$ cat config.mk
export PLATFORM = sky130hd
export DESIGN_NAME = instr_mem_access
export DESIGN_NICKNAME = d
export VERILOG_FILES = /design/src/rtl/instr_mem_access_pkg.sv /design/src/rtl/mem_lane_align.sv /design/src/rtl/instr_mem_access.sv
export SDC_FILE = /design/constraint.sdc
export NUM_CORES = 1
export LEC_CHECK = 0
export CAP_MARGIN = 20
export CORE_UTILIZATION = 42
export DETAILED_ROUTE_END_ITERATION = 12
export PLACE_DENSITY = 0.79
export SYNTH_ARGS = -nofsm -noshare
export SYNTH_HDL_FRONTEND = slang
export SYNTH_SLANG_ARGS = --single-unit
$ cat constraint.sdc
create_clock -name clk_i -period 2.15 [get_ports clk_i]
set_input_delay 0.43 -clock clk_i [delete_from_list [all_inputs] [get_ports clk_i]]
set_output_delay 0.43 -clock clk_i [all_outputs]
set_load 0.005 [all_outputs]
$ cat src/rtl/instr_mem_access_pkg.sv
// Shared definitions for the data-memory access stage: FSM states, one-hot
// load/store format bit positions and byte-enable patterns.
`ifndef XLEN
`define XLEN 32
`endif

package instr_mem_access_pkg;

    typedef enum logic [1:0] {
        ST_IDLE = 2'd0,
        ST_REQ  = 2'd1,
        ST_WAIT = 2'd2
    } state_e;

    // Bit positions inside mem_write_fmt_i = {SW,SH,SB}
    localparam int ST_FMT_SB = 0;
    localparam int ST_FMT_SH = 1;
    localparam int ST_FMT_SW = 2;

    // Bit positions inside rd_write_fmt_i = {LHU,LBU,LW,LH,LB}
    localparam int LD_FMT_LB  = 0;
    localparam int LD_FMT_LH  = 1;
    localparam int LD_FMT_LW  = 2;
    localparam int LD_FMT_LBU = 3;
    localparam int LD_FMT_LHU = 4;

    localparam logic [3:0] BE_NONE = 4'b0000;
    localparam logic [3:0] BE_BYTE = 4'b0001;
    localparam logic [3:0] BE_HALF = 4'b0011;
    localparam logic [3:0] BE_WORD = 4'b1111;

endpackage

$ cat src/rtl/mem_lane_align.sv
// Combinational lane steering: store byte-enables / replicated write data and
// load lane extraction with sign or zero extension.
module mem_lane_align
    import instr_mem_access_pkg::*;
#(
    parameter int DW = `XLEN
) (
    input  logic [1:0]    addr_lo,
    input  logic [2:0]    st_fmt,
    input  logic [DW-1:0] st_data,
    input  logic [4:0]    ld_fmt,
    input  logic [DW-1:0] rdata,
    output logic [3:0]    be,
    output logic [DW-1:0] wdata,
    output logic [DW-1:0] ld_data
);

    function automatic logic [DW-1:0] ext8(input logic [7:0] b, input logic sgn);
        logic signed [7:0]    b_s;
        logic signed [DW-1:0] x_s;
        b_s = b;
        x_s = b_s;
        return sgn ? x_s : DW'(b);
    endfunction

    function automatic logic [DW-1:0] ext16(input logic [15:0] h, input logic sgn);
        logic signed [15:0]   h_s;
        logic signed [DW-1:0] x_s;
        h_s = h;
        x_s = h_s;
        return sgn ? x_s : DW'(h);
    endfunction

    logic [7:0]  ld_byte;
    logic [15:0] ld_half;

    // Halves use addr[1] only, so a misaligned half stays inside the word
    assign ld_byte = rdata[{addr_lo, 3'b000} +: 8];
    assign ld_half = rdata[{addr_lo[1], 4'b0000} +: 16];

    always_comb begin
        be    = BE_NONE;
        wdata = '0;
        if (st_fmt[ST_FMT_SW]) begin
            be    = BE_WORD;
            wdata = st_data;
        end else if (st_fmt[ST_FMT_SH]) begin
            be    = BE_HALF << {addr_lo[1], 1'b0};
            wdata = DW'({2{st_data[15:0]}});
        end else if (st_fmt[ST_FMT_SB]) begin
            be    = BE_BYTE << addr_lo;
            wdata = DW'({4{st_data[7:0]}});
        end
    end

    always_comb begin
        ld_data = '0;
        if (ld_fmt[LD_FMT_LW])       ld_data = rdata;
        else if (ld_fmt[LD_FMT_LH])  ld_data = ext16(ld_half, 1'b1);
        else if (ld_fmt[LD_FMT_LHU]) ld_data = ext16(ld_half, 1'b0);
        else if (ld_fmt[LD_FMT_LB])  ld_data = ext8(ld_byte, 1'b1);
        else if (ld_fmt[LD_FMT_LBU]) ld_data = ext8(ld_byte, 1'b0);
    end

endmodule

$ cat src/rtl/instr_mem_access.sv
// Memory-access stage: req/gnt/rvalid data-memory handshake with stall and
// register write-back. Optional MEM_MISALIGN_CHECK_EN adds misalign_o trapping.
module instr_mem_access
    import instr_mem_access_pkg::*;
#(
    parameter int DW = `XLEN
) (
    input  logic          clk_i,
    input  logic          resetn_i,
    input  logic [DW-1:0] mem_addr_i,
    input  logic          mem_read_en_i,
    input  logic          mem_write_en_i,
    input  logic [DW-1:0] mem_write_data_i,
    input  logic [2:0]    mem_write_fmt_i,
    input  logic [4:0]    rd_addr_i,
    input  logic          rd_write_en_i,
    input  logic [4:0]    rd_write_fmt_i,
    input  logic [DW-1:0] rd_data_i,
    output logic          dmem_req_o,
    output logic          dmem_we_o,
    output logic [DW-1:0] dmem_addr_o,
    output logic [3:0]    dmem_be_o,
    output logic [DW-1:0] dmem_wdata_o,
    input  logic          dmem_gnt_i,
    input  logic          dmem_rvalid_i,
    input  logic [DW-1:0] dmem_rdata_i,
    output logic          halt_o,
`ifdef MEM_MISALIGN_CHECK_EN
    output logic          misalign_o,
`endif
    output logic [4:0]    wb_rd_addr_o,
    output logic          wb_rd_write_en_o,
    output logic [DW-1:0] wb_rd_data_o
);

    state_e        state_q, state_d;
    logic          mem_op, mis_d, accept;
    logic [DW-1:0] addr_p0, wdata_p0, ld_data;
    logic [2:0]    st_fmt_p0;
    logic [4:0]    ld_fmt_p0, rd_addr_p0;
    logic          is_st_p0;
    logic [4:0]    wb_addr_d, wb_addr_p1;
    logic          vld_d, vld_p1;
    logic [DW-1:0] wb_data_d, wb_data_p1;

    assign mem_op = mem_read_en_i | mem_write_en_i;

`ifdef MEM_MISALIGN_CHECK_EN
    logic misalign_p1;
    assign mis_d =
        (mem_write_en_i && ((mem_write_fmt_i[ST_FMT_SH] && mem_addr_i[0]) ||
                            (mem_write_fmt_i[ST_FMT_SW] && (mem_addr_i[1:0] != 2'b00)))) ||
        (!mem_write_en_i && mem_read_en_i &&
            (((rd_write_fmt_i[LD_FMT_LH] || rd_write_fmt_i[LD_FMT_LHU]) && mem_addr_i[0]) ||
             (rd_write_fmt_i[LD_FMT_LW] && (mem_addr_i[1:0] != 2'b00))));
    assign misalign_o = misalign_p1;
`else
    assign mis_d = 1'b0;
`endif

    always_comb begin
        state_d   = state_q;
        accept    = 1'b0;
        vld_d     = 1'b0;
        wb_addr_d = '0;
        wb_data_d = '0;
        case (state_q)
            ST_IDLE: begin
                if (mem_op && !mis_d) begin
                    accept  = 1'b1;
                    state_d = ST_REQ;
                end else if (!mem_op) begin
                    vld_d     = rd_write_en_i && (rd_addr_i != 5'd0);
                    wb_addr_d = rd_addr_i;
                    wb_data_d = rd_data_i;
                end
            end
            ST_REQ: begin
                if (dmem_gnt_i) begin
                    if (is_st_p0) begin
                        state_d = ST_IDLE;
                    end else if (dmem_rvalid_i) begin
                        state_d   = ST_IDLE;
                        vld_d     = (rd_addr_p0 != 5'd0);
                        wb_addr_d = rd_addr_p0;
                        wb_data_d = ld_data;
                    end else begin
                        state_d = ST_WAIT;
                    end
                end
            end
            ST_WAIT: begin
                if (dmem_rvalid_i) begin
                    state_d   = ST_IDLE;
                    vld_d     = (rd_addr_p0 != 5'd0);
                    wb_addr_d = rd_addr_p0;
                    wb_data_d = ld_data;
                end
            end
            default: state_d = ST_IDLE;
        endcase
    end

    // Capture stage (p0) and write-back stage (p1)
    always_ff @(posedge clk_i or negedge resetn_i) begin
        if (!resetn_i) begin
            state_q    <= ST_IDLE;
            addr_p0    <= '0;
            wdata_p0   <= '0;
            st_fmt_p0  <= '0;
            ld_fmt_p0  <= '0;
            rd_addr_p0 <= '0;
            is_st_p0   <= 1'b0;
            vld_p1     <= 1'b0;
            wb_addr_p1 <= '0;
            wb_data_p1 <= '0;
`ifdef MEM_MISALIGN_CHECK_EN
            misalign_p1 <= 1'b0;
`endif
        end else begin
            state_q    <= state_d;
            vld_p1     <= vld_d;
            wb_addr_p1 <= wb_addr_d;
            wb_data_p1 <= wb_data_d;
`ifdef MEM_MISALIGN_CHECK_EN
            misalign_p1 <= (state_q == ST_IDLE) && mis_d;
`endif
            if (accept) begin
                addr_p0    <= mem_addr_i;
                wdata_p0   <= mem_write_data_i;
                st_fmt_p0  <= mem_write_fmt_i;
                ld_fmt_p0  <= rd_write_fmt_i;
                rd_addr_p0 <= rd_addr_i;
                is_st_p0   <= mem_write_en_i;
            end
        end
    end

    mem_lane_align #(.DW(DW)) u_align (
        .addr_lo (addr_p0[1:0]),
        .st_fmt  (st_fmt_p0),
        .st_data (wdata_p0),
        .ld_fmt  (ld_fmt_p0),
        .rdata   (dmem_rdata_i),
        .be      (dmem_be_o),
        .wdata   (dmem_wdata_o),
        .ld_data (ld_data)
    );

    assign halt_o           = (state_q != ST_IDLE);
    assign dmem_req_o       = (state_q == ST_REQ);
    assign dmem_we_o        = dmem_req_o & is_st_p0;
    assign dmem_addr_o      = {addr_p0[DW-1:2], 2'b00};
    assign wb_rd_write_en_o = vld_p1;
    assign wb_rd_addr_o     = wb_addr_p1;
    assign wb_rd_data_o     = wb_data_p1;

endmodule

== Word level (Yosys, flattened, before mapping) ==
Index checks and enable logic that the tools add are counted.
Storage, ports and cells
  register bits after elaboration: 118
  input port bits: 148
  output and inout bits: 109
  word-level logic and storage cells: 61
Cells by class
  equal/unequal tests: 5
  shifts and indexed selects: 4
  muxes and demuxes: 34
  bitwise gates (word level): 2
  reduce and logical (&&, ||, !) cells: 6
Operator list (number)
  two-way mux 32 bit: 11
  case mux 32 bit (3 select lines): 1
  variable part select 32 x 6 -> 16 bit: 1
  variable part select 32 x 6 -> 8 bit: 1
  two-way mux 5 bit: 4
  case mux 5 bit (3 select lines): 1
  two-way mux 4 bit: 3
  two-way mux 2 bit: 5
  nonzero test 5 bit: 2
  two-way mux 8 bit: 1
  two-way mux 1 bit: 6
  case mux 2 bit (3 select lines): 1
  inequality test 2 bit, second input constant: 2
  << shifter 1 x 2 -> 4 bit, first input constant: 1
  << shifter 2 x 2 -> 4 bit, first input constant: 1
  case mux 1 bit (3 select lines): 1
  AND reduction 3 bit: 1
  == test 2 x 1 -> 1 bit, second input constant: 1
  == test 2 bit, second input constant: 1
  logical NOT 2 bit: 1
  inequality test 2 x 1 -> 1 bit, second input constant: 1
  nonzero test 2 bit: 1
  AND 1 bit: 1
  logical AND 1 bit: 1
  bitwise OR 1 bit: 1

== Logic depth before layout (Yosys ltp) ==
Gate-level depths: netlist of run 1.
  depth in word-level cells: 10
  mapped depth: 6

== Hierarchy ==
A second synthesis of run 1 with hierarchy kept.
Unflattened totals
  cells, all modules: 514
  area, all modules: 5914.4 um^2
Modules (own cells, without submodules)
  instr_mem_access: times used 1, cells each 304, area an instance 4740.8 um^2, sequential area each 2952.8 um^2
  mem_lane_align: times used 1, cells each 210, area an instance 1173.6 um^2, sequential area each 0.0 um^2

== Least setup slack after synthesis of run 1 ==
Ideal clock, no wire load.
  path kind: register to register
  start point: reg state_q[0]
  end point: reg addr_p0[10]
  arrival time: 1.541 ns
  required time: 2.025 ns
  slack: 0.485 ns
  stages on the path, launching flop included: 7
  path buffers: 2
  period minus slack after synthesis: 1.665 ns
  path through: dfrtp_1 nor2_1 inv_1 nor2_2 buf_2 buf_4 mux2_2
On the way
  longest elaborated chain between the ends: 2
Ends and longest elaborated chain
  start: declaration: line instr_mem_access.sv:36  | state_e state_q, state_d;
  start signal: assignment: line instr_mem_access.sv:121  | state_q <= state_d;
  logical NOT 2 bit: line instr_mem_access.sv:67  | case (state_q)
  two-way mux 1 bit: line instr_mem_access.sv:67
  end signal: assignment: line instr_mem_access.sv:129  | addr_p0 <= mem_addr_i;
  end: declaration: line instr_mem_access.sv:38  | logic [DW-1:0] addr_p0, wdata_p0, ld_data;
Every way passes these cells.
A chain may end at the register's enable or synchronous reset.

== Worst setup path in the final report of run 1 ==
  start point: reg st_fmt_p0[0]
  end point: out dmem_wdata_o[24]
On the way
  longest elaborated chain between the ends: 3
Ends and longest elaborated chain
  start: declaration: line instr_mem_access.sv:39  | logic [2:0] st_fmt_p0;
  start signal: assignment: line instr_mem_access.sv:131  | st_fmt_p0 <= mem_write_fmt_i;
  two-way mux 32 bit: line mem_lane_align.sv:50  | end else if (st_fmt[ST_FMT_SB]) begin
  two-way mux 32 bit: line mem_lane_align.sv:47  | end else if (st_fmt[ST_FMT_SH]) begin
  two-way mux 32 bit: line mem_lane_align.sv:44  | if (st_fmt[ST_FMT_SW]) begin
  end: declaration: line instr_mem_access.sv:23  | output logic [DW-1:0] dmem_wdata_o,
Every way passes these cells.

==> results of run 1 <==
logic make-up (layout without fill, tap and decap cells):
kind of cell,count (synthesis),count (layout),synth area share
buffers and inverters,69,327,0.0705
other,1,2,0.000654
flip-flops,118,118,0.515
AND/OR/NAND/NOR,124,125,0.110
multiplexers,94,94,0.183
AO/OA/AOI/OAI,101,101,0.121
state kept, by name, indices dropped and copies added, names as in the netlist:
| name | flops |
|---|---|
| rd_addr_p0 | 5 |
| wdata_p0 | 32 |
| state_q | 2 |
| is_st_p0 | 1 |
| wb_rd_write_en_o | 1 |
| wb_rd_addr_o | 5 |
| wb_rd_data_o | 32 |
| addr_p0 | 32 |
| ld_fmt_p0 | 5 |
| st_fmt_p0 | 3 |
layer usage:
metal / wire [um] / vias up
li1: - / 2243
met5: 0 / -
met1: 6380 / 2340
met4: 387 / 0
met3: 1730 / 34
met2: 9040 / 232
worst min-delay path by stage:
| stage | from | end | slack [ns] | depth (start not counted) |
|---|---|---|---|---|
| after floorplan | resetn_i | addr_p0[0] | 0.13 | 0 |
| after global placement | resetn_i | addr_p0[29] | 0.43 | 1 |
| after detailed placement | resetn_i | addr_p0[29] | 0.43 | 1 |
| after CTS | addr_p0[14] | addr_p0[14] | 0.51 | 1 |
| after global routing | addr_p0[29] | addr_p0[29] | 0.51 | 1 |
| final | addr_p0[29] | addr_p0[29] | 0.50 | 1 |
cells in the mapped netlist, types with 10 or more instances:
master / n
buf_4: 35
nand2_1: 51
clkbuf_1: 17
o21ai_0: 33
mux2_2: 77
dfrtp_1: 118
mux2i_1: 16
o21ai_1: 10
a21oi_1: 10
nor2b_1: 17
a22o_1: 23
nand2b_1: 27
nor2_1: 15
buf_2: 11
power by group through the flow:
stage | Clock [uW] | Sequential, uW | Combinational [uW]
floorplan | 0 | 3590 | 3370
global placement | 0 | 3820 | 5820
detailed placement | 0 | 3890 | 5930
CTS | 2990 | 3870 | 5900
global route | 3110 | 3980 | 6550
finish | 2950 | 3870 | 6060
through the flow:
stage / TNS, ns / instance area, um2
after floorplan: 0 / 5740
after global placement: -0.629 / 8320
after detailed placement: -0.848 / 8320
after CTS: -1.69 / 9010
after global routing: -0.118 / 9120
final: 0 / 9120
timing repair:
item | CTS | global route
buffers inserted | 7 | 9
endpoints found under the setup margin | 37 | 30
pin swaps | 2 | 3
endpoints found under the hold margin | 35 | 0
gates cloned | 1 | 1
hold buffers | 1 | 0
resized for setup | 61 | 38
cell type report:
type	count	area [um2]
Sequential cell	118	2960
Inverter	4	15.0
Multi-Input combinational cell	322	2420
Clock inverter	11	149
Timing Repair Buffer	291	2880
Fill cell	985	4180
Tap cell	176	220
Clock buffer	21	470
worst max-delay path, stage by stage (launching register included):
cell	delay (ns)
dfrtp_2	0.44
buf_12	0.14
buf_4	0.13
nand2_1	0.07
nor2_1	0.04
a21oi_1	0.12
o21ai_1	0.07
dlygate4sd2_1	0.26
cells in the final DEF (no fill, tap or decap), types with 5 or more instances in the layout:
master | netlist | final
clkdlybuf4s50_1 | 0 | 217
dfrtp_1 | 118 | 113
mux2_2 | 77 | 77
nand2_1 | 51 | 50
o21ai_0 | 33 | 29
nand2b_1 | 27 | 27
buf_4 | 35 | 27
a22o_1 | 23 | 23
clkbuf_16 | 0 | 18
mux2i_1 | 16 | 16
nor2b_1 | 17 | 16
nor2_1 | 15 | 14
o21ai_1 | 10 | 13
clkbuf_2 | 0 | 11
a21oi_1 | 10 | 9
dlymetal6s2s_1 | 0 | 9
a32o_1 | 8 | 8
clkdlybuf4s15_1 | 0 | 8
o22ai_1 | 7 | 7
buf_12 | 0 | 7
dfrtp_2 | 0 | 5
dlygate4sd2_1 | 0 | 5
==> flow_summary_export.csv, run 1 <==
group,metric,value,unit
synth,synth.avg_cell_area,11.3,um2
drt,drc,0,
layout,fin_cells,943,
die,die_area,0.0141,mm2
worst_setup_path,r2r-end,"wb_rd_data_o[12]",
place,routabilityCongestion,0.870,
synth,ys_ff_latch,118,
timing,fin_ws,0.0326,ns
layout,utilization,0.686,
drt,drt-wirelength-per-cell,18.6,um
worst_setup_path,timing.rr.start,"addr_p0[0]",
timing,period_needed,2.12,ns
drt,routed_via_density,5.14,
synth,synth_top_cell_area_share,0.515,
drt,routed_wl,17500,um
place,place_ws,-0.115,ns
timing,slew_headroom,0.620,
timing,tightest_slew,0.570,ns
global_routing,use_met2,0.448,
global_routing,grt_util_all_layers,0.255,
synth,synth_area,0.00573,mm2
place,dp_hpwl,12900,um
die,start_util,0.431,
drt,vias,4849,
layout,nNetsFinal,902,
worst_setup_path,crit_required,1.72,ns
synth,synth_edf_count,0,
clock_tree,clkSinkCount,118,
global_routing,grt_max_degree,46,
global_routing,busiest_layer,"met2",
place,portBuffers,254,
drt,ant_nets,0,
worst_setup_path,startpoint_type,"register",
synth,yosys.area.top_type,"dfrtp_1",
synth,yosysSeqAreaShare,0.515,
pwr,p_clk_frac,0.229,
timing,fin_worst_skew,0.00838,ns
clock_tree,htreeDepth,4,
die,core_area,0.0133,mm2
pwr,comb_power_share,0.471,
worst_setup_path,worstPathMaxFanout,6,
worst_setup_path,worstRegToRegCells,4,
flow_run,drv_cap,0,
global_routing,antenna_found_initial,0,
pwr,p_seq_frac,0.301,
die,die_x,119,um
pwr,cellLeakagePower,0.00399,uW
clock_tree,cts_buffers,17,
worst_setup_path,reg2reg_setup_slack,0.33,ns
synth,async_flop_share,1.00,
clock_tree,cts.path.max_buffers,2,
drt,firstDrtPassIters,4,
timing,fmax,472,MHz
timing,maxSlewViolCount,0,
place,placed_cells,892,
die,die_h,119,um
die,rows,42,
pwr,p_sw,4230,uW
layout,drive_gt1_frac,0.235,
timing,rsz0062_at_grt,"yes",
layout,area_growth,59.0,%
synth,postSynthCellCount,507,
global_routing,met1_usage,0.274,
pwr,internal-power,8660,uW
worst_setup_path,setup.worst_path.start,"st_fmt_p0[0]",
worst_setup_path,end_kind,"output port",
timing,period_share,0.985,
worst_setup_path,cp.arrival,1.69,ns
clock_tree,clkTransAtPathRegs,0.06,ns
global_routing,grt_pass1_vias,5196,
synth,yosys.cell_types.count,40,
drt,drt_iter0_drc,247,
timing,setup_viol,0,
worst_setup_path,crit_type,"reg -> out",
global_routing,grt-ovfl-total,0,
pwr,finalPower,12900,uW
pwr,power_density,1410,mW/mm2
pwr,sw_frac_of_total,0.328,
clock_tree,cts_tree,"built",
pwr,vdd_drop_max,0.848,mV
clock_tree,clk_latency,0.42,ns
synth,ys_top_cells_by_area,"dfrtp_1, mux2_2, buf_4",
layout,n_antenna_cell,0,
synth,synthFlopType,"dfrtp_1",
timing,hold_viol_final,0,
die,io_pins,257,
synth,ys_warn_count,0,
global_routing,grt_first_pass_wirelength,27300,um
clock_tree,cts_root_buf,"clkbuf_16",
timing,timing.hold.ws,0.503,ns
worst_setup_path,endpoint,"dmem_wdata_o[24]",
min_path,min_path_type,"reg -> reg",
status,outcome,"finished, final reports clean",
global_routing,use_met3,0.0996,
No activity file was read; power rests on OpenSTA's default activity.
==> run 2, diff against run 1 <==
--- a/config.mk
+++ b/config.mk
@@ -8,6 +8,7 @@
 export CAP_MARGIN = 20
 export CORE_UTILIZATION = 42
 export DETAILED_ROUTE_END_ITERATION = 12
+export GPL_TIMING_DRIVEN = 0
 export PLACE_DENSITY = 0.79
 export SYNTH_ARGS = -nofsm -noshare
 export SYNTH_HDL_FRONTEND = slang
==> flow_summary_export.csv, run 2 (same netlist as run 1, synthesis figures left out) <==
group,metric,value,unit
global_routing,grt-ovfl-total,0,
pwr,p_clk_frac,0.191,
die,core_area,0.0133,mm2
die,start_util,0.431,
timing,maxSlewViolCount,0,
drt,vias,5092,
clock_tree,clkTransAtPathRegs,0.05,ns
place,routabilityCongestion,0.897,
drt,routed_wl,18800,um
die,io_pins,257,
pwr,p_seq_frac,0.295,
drt,routed_via_density,5.19,
drt,drt-wirelength-per-cell,19.1,um
clock_tree,cts.path.max_buffers,2,
timing,rsz0062_at_grt,"yes",
place,placed_cells,939,
global_routing,grt_util_all_layers,0.274,
timing,period_share,1.01,
pwr,vdd_drop_max,0.788,mV
pwr,cellLeakagePower,0.00407,uW
die,rows,42,
drt,drt_iter0_drc,260,
clock_tree,clkSinkCount,118,
clock_tree,cts_buffers,17,
die,die_h,119,um
global_routing,grt_first_pass_wirelength,29300,um
worst_setup_path,cp.arrival,1.74,ns
worst_setup_path,end_kind,"output port",
pwr,internal-power,8590,uW
timing,fmax,460,MHz
layout,layout_commonest_cell,"clkdlybuf4s50_1",
layout,nNetsFinal,945,
timing,setup_viol,3,
timing,period_needed,2.17,ns
place,dp_hpwl,14000,um
worst_setup_path,crit_type,"reg -> out",
pwr,comb_power_share,0.514,
clock_tree,htreeDepth,4,
drt,firstDrtPassIters,4,
pwr,finalPower,13000,uW
pwr,p_sw,4380,uW
die,die_area,0.0141,mm2
layout,area_growth,61.5,%
pwr,power_density,1400,mW/mm2
layout,fin_cells,981,
layout,n_antenna_cell,0,
min_path,min_path_type,"reg -> reg",
global_routing,antenna_found_initial,0,
status,outcome,"finished with violations",
pwr,sw_frac_of_total,0.337,
layout,drive_gt1_frac,0.275,
drt,ant_nets,0,
global_routing,grt_pass1_vias,5382,
clock_tree,cts_tree,"built",
global_routing,grt_max_degree,71,
timing,hold_viol_final,0,
drt,drc,0,
timing,fin_ws,-0.0218,ns
worst_setup_path,crit_required,1.72,ns
flow_run,drv_cap,0,
timing,tns,-0.0461,ns
place,portBuffers,254,
timing,slew_headroom,0.629,
clock_tree,clk_latency,0.41,ns
worst_setup_path,startpoint_type,"register",
timing,tightest_slew,0.557,ns
layout,final_cell_mix,"clkdlybuf4s50_1, dfrtp_1, mux2_2",
clock_tree,cts_root_buf,"clkbuf_16",
worst_setup_path,worstPathMaxFanout,4,
status,violations,"setup timing",
timing,fin_worst_skew,0.00451,ns
die,die_x,119,um
==> run 2: routing by layer <==
metal  vias to the layer above  track usage  part of all wire
met5                         -            0                 0
met4                         0        0.110             0.022
met3                        29       0.0843             0.089
met2                       252        0.485              0.52
met1                      2494        0.307              0.37
li1                       2317            -                 -
==> run 2: path summary, 6_finish.rpt <==
path                                         to         start  slack [ns]  cells past startpoint
worst min register to register      addr_p0[10]   addr_p0[10]        0.51                      1
worst max register to register       addr_p0[1]    state_q[1]        0.22                      6
worst min-delay path                addr_p0[10]   addr_p0[10]        0.51                      1
max in group asynchronous            addr_p0[1]      resetn_i        0.92                      3
worst max-delay path            dmem_wdata_o[5]  st_fmt_p0[1]       -0.02                      7
min in group asynchronous          wdata_p0[16]      resetn_i        0.53                      2
==> run 2: power groups by stage <==
| stage | Combinational, uW | Sequential (uW) | Clock, uW |
|---|---|---|---|
| CTS | 6560 | 3810 | 2510 |
| detailed placement | 6430 | 3810 | 0 |
| global route | 7190 | 3930 | 2610 |
| global placement | 6300 | 3750 | 0 |
| floorplan | 3370 | 3590 | 0 |
| finish | 6670 | 3820 | 2480 |
==> run 2: critical path, stage by stage (launching register included) <==
cell and delay (ns):
dfrtp_1 0.40, or2_4 0.29, buf_6 0.12, nor2_4 0.15
buf_4 0.14, buf_6 0.08, nor2b_1 0.04, clkbuf_2 0.11
==> run 2: final cells by class <==
| type | instances | area [um2] |
|---|---|---|
| Clock inverter | 5 | 27.5 |
| Fill cell | 977 | 4040 |
| Buffer | 62 | 465 |
| Inverter | 4 | 18.8 |
| Sequential cell | 118 | 2960 |
| Clock buffer | 22 | 484 |
| Timing Repair Buffer | 273 | 2640 |
| Multi-Input combinational cell | 321 | 2450 |
| Tap cell | 176 | 220 |
==> run 2: repair_timing <==
item / in CTS / in global routing
endpoints found under the setup margin: 36 / 45
endpoints found under the hold margin: 48 / 0
buffers inserted: 10 / 6
pin swaps: 3 / 2
hold buffers: 1 / 0
gates resized for setup: 98 / 55
gates cloned: 1 / 0
==> run 2: through the flow <==
stage | setup slack [ns] | hold slack (ns) | instance area (um2) | util
detailed placement | -0.333 | 0.403 | 8530 | 0.641
CTS | -0.130 | 0.507 | 9230 | 0.694
global placement | -3.87 | 0.490 | 8500 | 0.639
finish | -0.0218 | 0.505 | 9260 | 0.696
floorplan | 0.485 | 0.134 | 5740 | -
global route | -0.0577 | 0.519 | 9260 | 0.696
==> run 3, diff against run 2 <==
--- a/config.mk
+++ b/config.mk
@@ -5,11 +5,15 @@
 export SDC_FILE = /design/constraint.sdc
 export NUM_CORES = 1
 export LEC_CHECK = 0
+export ABC_AREA = 1
+export ABC_CLOCK_PERIOD_IN_PS = 2150
 export CAP_MARGIN = 20
-export CORE_UTILIZATION = 42
+export CELL_PAD_IN_SITES_DETAIL_PLACEMENT = 1
+export CELL_PAD_IN_SITES_GLOBAL_PLACEMENT = 2
+export CORE_UTILIZATION = 24
 export DETAILED_ROUTE_END_ITERATION = 12
 export GPL_TIMING_DRIVEN = 0
-export PLACE_DENSITY = 0.79
+export PLACE_DENSITY = 0.78
 export SYNTH_ARGS = -nofsm -noshare
 export SYNTH_HDL_FRONTEND = slang
 export SYNTH_SLANG_ARGS = --single-unit
==> flow_summary_export.csv, run 3 <==
group,metric,value,unit
worst_setup_path,crit_cells,6,
synth,ys_ff_latch,118,
timing,tightest_slew,0.581,ns
timing,fmax,459,MHz
place,portBuffers,254,
synth,synth_top_family_by_area,"simple AND/OR/NAND/NOR gates",
worst_setup_path,critical_path.slowest_cell,"dfrtp_1",
worst_setup_path,timing.rr.start,"state_q[1]",
clock_tree,cts.path.max_buffers,2,
die,io_pins,257,
worst_setup_path,crit_top_cell,"buf_4",
drt,routed_via_density,4.33,
die,start_util,0.244,
layout,nNetsFinal,1132,
min_path,min_path_cells,2,
drt,drc,0,
min_path,hold_path.startpoint,"rd_addr_p0[3]",
worst_setup_path,cp.arrival,1.75,ns
place,routabilityCongestion,0.755,
synth,ys_top_cells_by_area,"dfrtp_1, mux2_4, nand2_1",
timing,timing.hold.ws,0.494,ns
synth,synth_top_cell_area_share,0.482,
clock_tree,cts_tree,"built",
synth,yosysSeqAreaShare,0.482,
timing,hold_viol_final,0,
min_path,min_path_type,"reg -> reg",
synth,synth_edf_count,0,
worst_setup_path,startpoint_type,"register",
status,outcome,"finished with violations",
timing,period_needed,2.18,ns
global_routing,antenna_found_initial,3,
synth,postSynthCellCount,679,
synth,yosys.area_share.simple,0.222,
timing,fin_ws,-0.0298,ns
drt,vias,5756,
global_routing,grt_first_pass_wirelength,35300,um
synth,synthMuxAreaShare,0.140,
die,die_x,162,um
worst_setup_path,setup.worst_path.start,"st_fmt_p0[2]",
die,die_h,162,um
drt,drt-wirelength-per-cell,17.3,um
place,dp_hpwl,16800,um
drt,ant_nets,0,
worst_setup_path,crit_type,"reg -> out",
synth,yosysMostFrequentCell,"nand2_1",
die,rows,58,
clock_tree,clkSinkCount,118,
layout,drive_gt1_frac,0.238,
synth,ys_top_cells_by_count,"nand2_1, dfrtp_1, nor2_1",
global_routing,grt_max_degree,74,
min_path,whs_endpoint,"rd_addr_p0[3]",
worst_setup_path,crit_path_max_incr_delay,0.40,ns
status,violations,"setup timing",
pwr,cellLeakagePower,0.00489,uW
layout,layout_commonest_cell,"clkdlybuf4s50_1",
worst_setup_path,worstPathMaxFanout,7,
worst_setup_path,crit_buf_inv,4,
synth,async_flop_share,1.00,
worst_setup_path,reg2reg_setup_slack,0.51,ns
drt,firstDrtPassIters,4,
synth,ys_warn_count,0,
global_routing,grt_pass1_vias,6163,
clock_tree,htreeDepth,4,
clock_tree,cts_root_buf,"clkbuf_16",
synth,synth_compound_area_frac,0.0625,
flow_run,drv_cap,0,
layout,final_cell_mix,"clkdlybuf4s50_1, nand2_1, dfrtp_1",
synth,synthFlopType,"dfrtp_1",
synth,synth.avg_cell_area,9.02,um2
clock_tree,cts_buffers,17,
pwr,power_density,1420,mW/mm2
layout,area_growth,65.0,%
die,die_area,0.0262,mm2
timing,rsz0062_at_grt,"yes",
synth,synth_xor_area_frac,0,
timing,slew_headroom,0.613,
worst_setup_path,crit_required,1.72,ns
synth,yosys.area.top_type,"dfrtp_1",
global_routing,grt_util_all_layers,0.179,
drt,drt_iter0_drc,199,
worst_setup_path,timing.critical_path.cells,"buf_12, buf_4, nor2_4, buf_4, nor2_1, dlygate4sd2_1",
synth,yosys.cell_types.count,27,
global_routing,grt-ovfl-total,0,
synth,synth_adder_area_share,0,
die,core_area,0.0251,mm2
pwr,vdd_drop_max,0.569,mV
clock_tree,clk_latency,0.43,ns
worst_setup_path,r2r-end,"wb_rd_data_o[3]",
timing,setup_viol,2,
synth,synth_area,0.00612,mm2
worst_setup_path,path_delay_family,"buffers and inverters",
pwr,finalPower,14400,uW
timing,period_share,1.01,
drt,routed_wl,23000,um
timing,fin_worst_skew,0.0106,ns
worst_setup_path,worstRegToRegCells,7,
clock_tree,clkTransAtPathRegs,0.06,ns
worst_setup_path,end_kind,"output port",
timing,maxSlewViolCount,0,
-- run 3: area by class of cell --
class	instances	area [um2]
Clock buffer	17	425
Buffer	63	513
Timing Repair Buffer	285	2760
Fill cell	2916	15000
Clock inverter	15	159
Tap cell	330	413
Multi-Input combinational cell	467	2740
Inverter	32	138
Sequential cell	118	2960
Antenna cell	2	5.00
-- run 3: worst min-delay path, delay by kind of cell (launching register included) --
| kind | cells | cell delay (ns) |
|---|---|---|
| flops | 1 | 0.35 |
| simple gates | 1 | 0.05 |
| compound gates | 1 | 0.06 |
-- run 3: report_power, final --
group	switching [uW]	total (uW)	internal, uW
logic	3410	7660	4250
registers	665	3820	3150
clock network	1260	2900	1650
total	5330	14400	9050
-- run 3: stage by stage --
stage               std cells  setup slack [ns]   util  setup TNS, ns  area [um2]
floorplan                 680             0.670      -              0        6130
global placement         1264             -4.58  0.362        -543.02        9080
detailed placement       1265            -0.227  0.363          -4.75        9110
CTS                      1317            -0.121  0.399         -0.307       10000
global route             1329           -0.0901  0.402         -0.271       10100
finish                   1329           -0.0298  0.402        -0.0521       10100
-- run 3: cells by family (layout without fill, tap and decap cells) --
logic type | count (synthesis) | after routing
simple gates | 342 | 342
mux | 57 | 57
other cells | 1 | 4
buf+inv | 95 | 412
flops | 118 | 118
compound gates | 66 | 66
-- run 3: per-layer routing --
metal / routed length [um] / track usage
met5: 12 / 0
met4: 633 / 0.0759
met3: 1370 / 0.0483
met2: 11000 / 0.294
met1: 9960 / 0.221
-- run 3: repair_timing --
| action | 4_1_cts | 5_1_grt |
|---|---|---|
| setup endpoints to repair | 37 | 29 |
| hold endpoints to repair | 45 | 0 |
| pin swaps | 17 | 12 |
| setup buffers | 19 | 12 |
| hold buffers | 1 | 0 |
| resized for setup | 124 | 38 |
-- run 3: worst max-delay path by stage --
stage                                 end
after CTS                    dmem_be_o[3]
after global routing      dmem_wdata_o[4]
after global placement           is_st_p0
after floorplan           dmem_wdata_o[0]
after detailed placement     dmem_be_o[3]
final                     dmem_wdata_o[4]
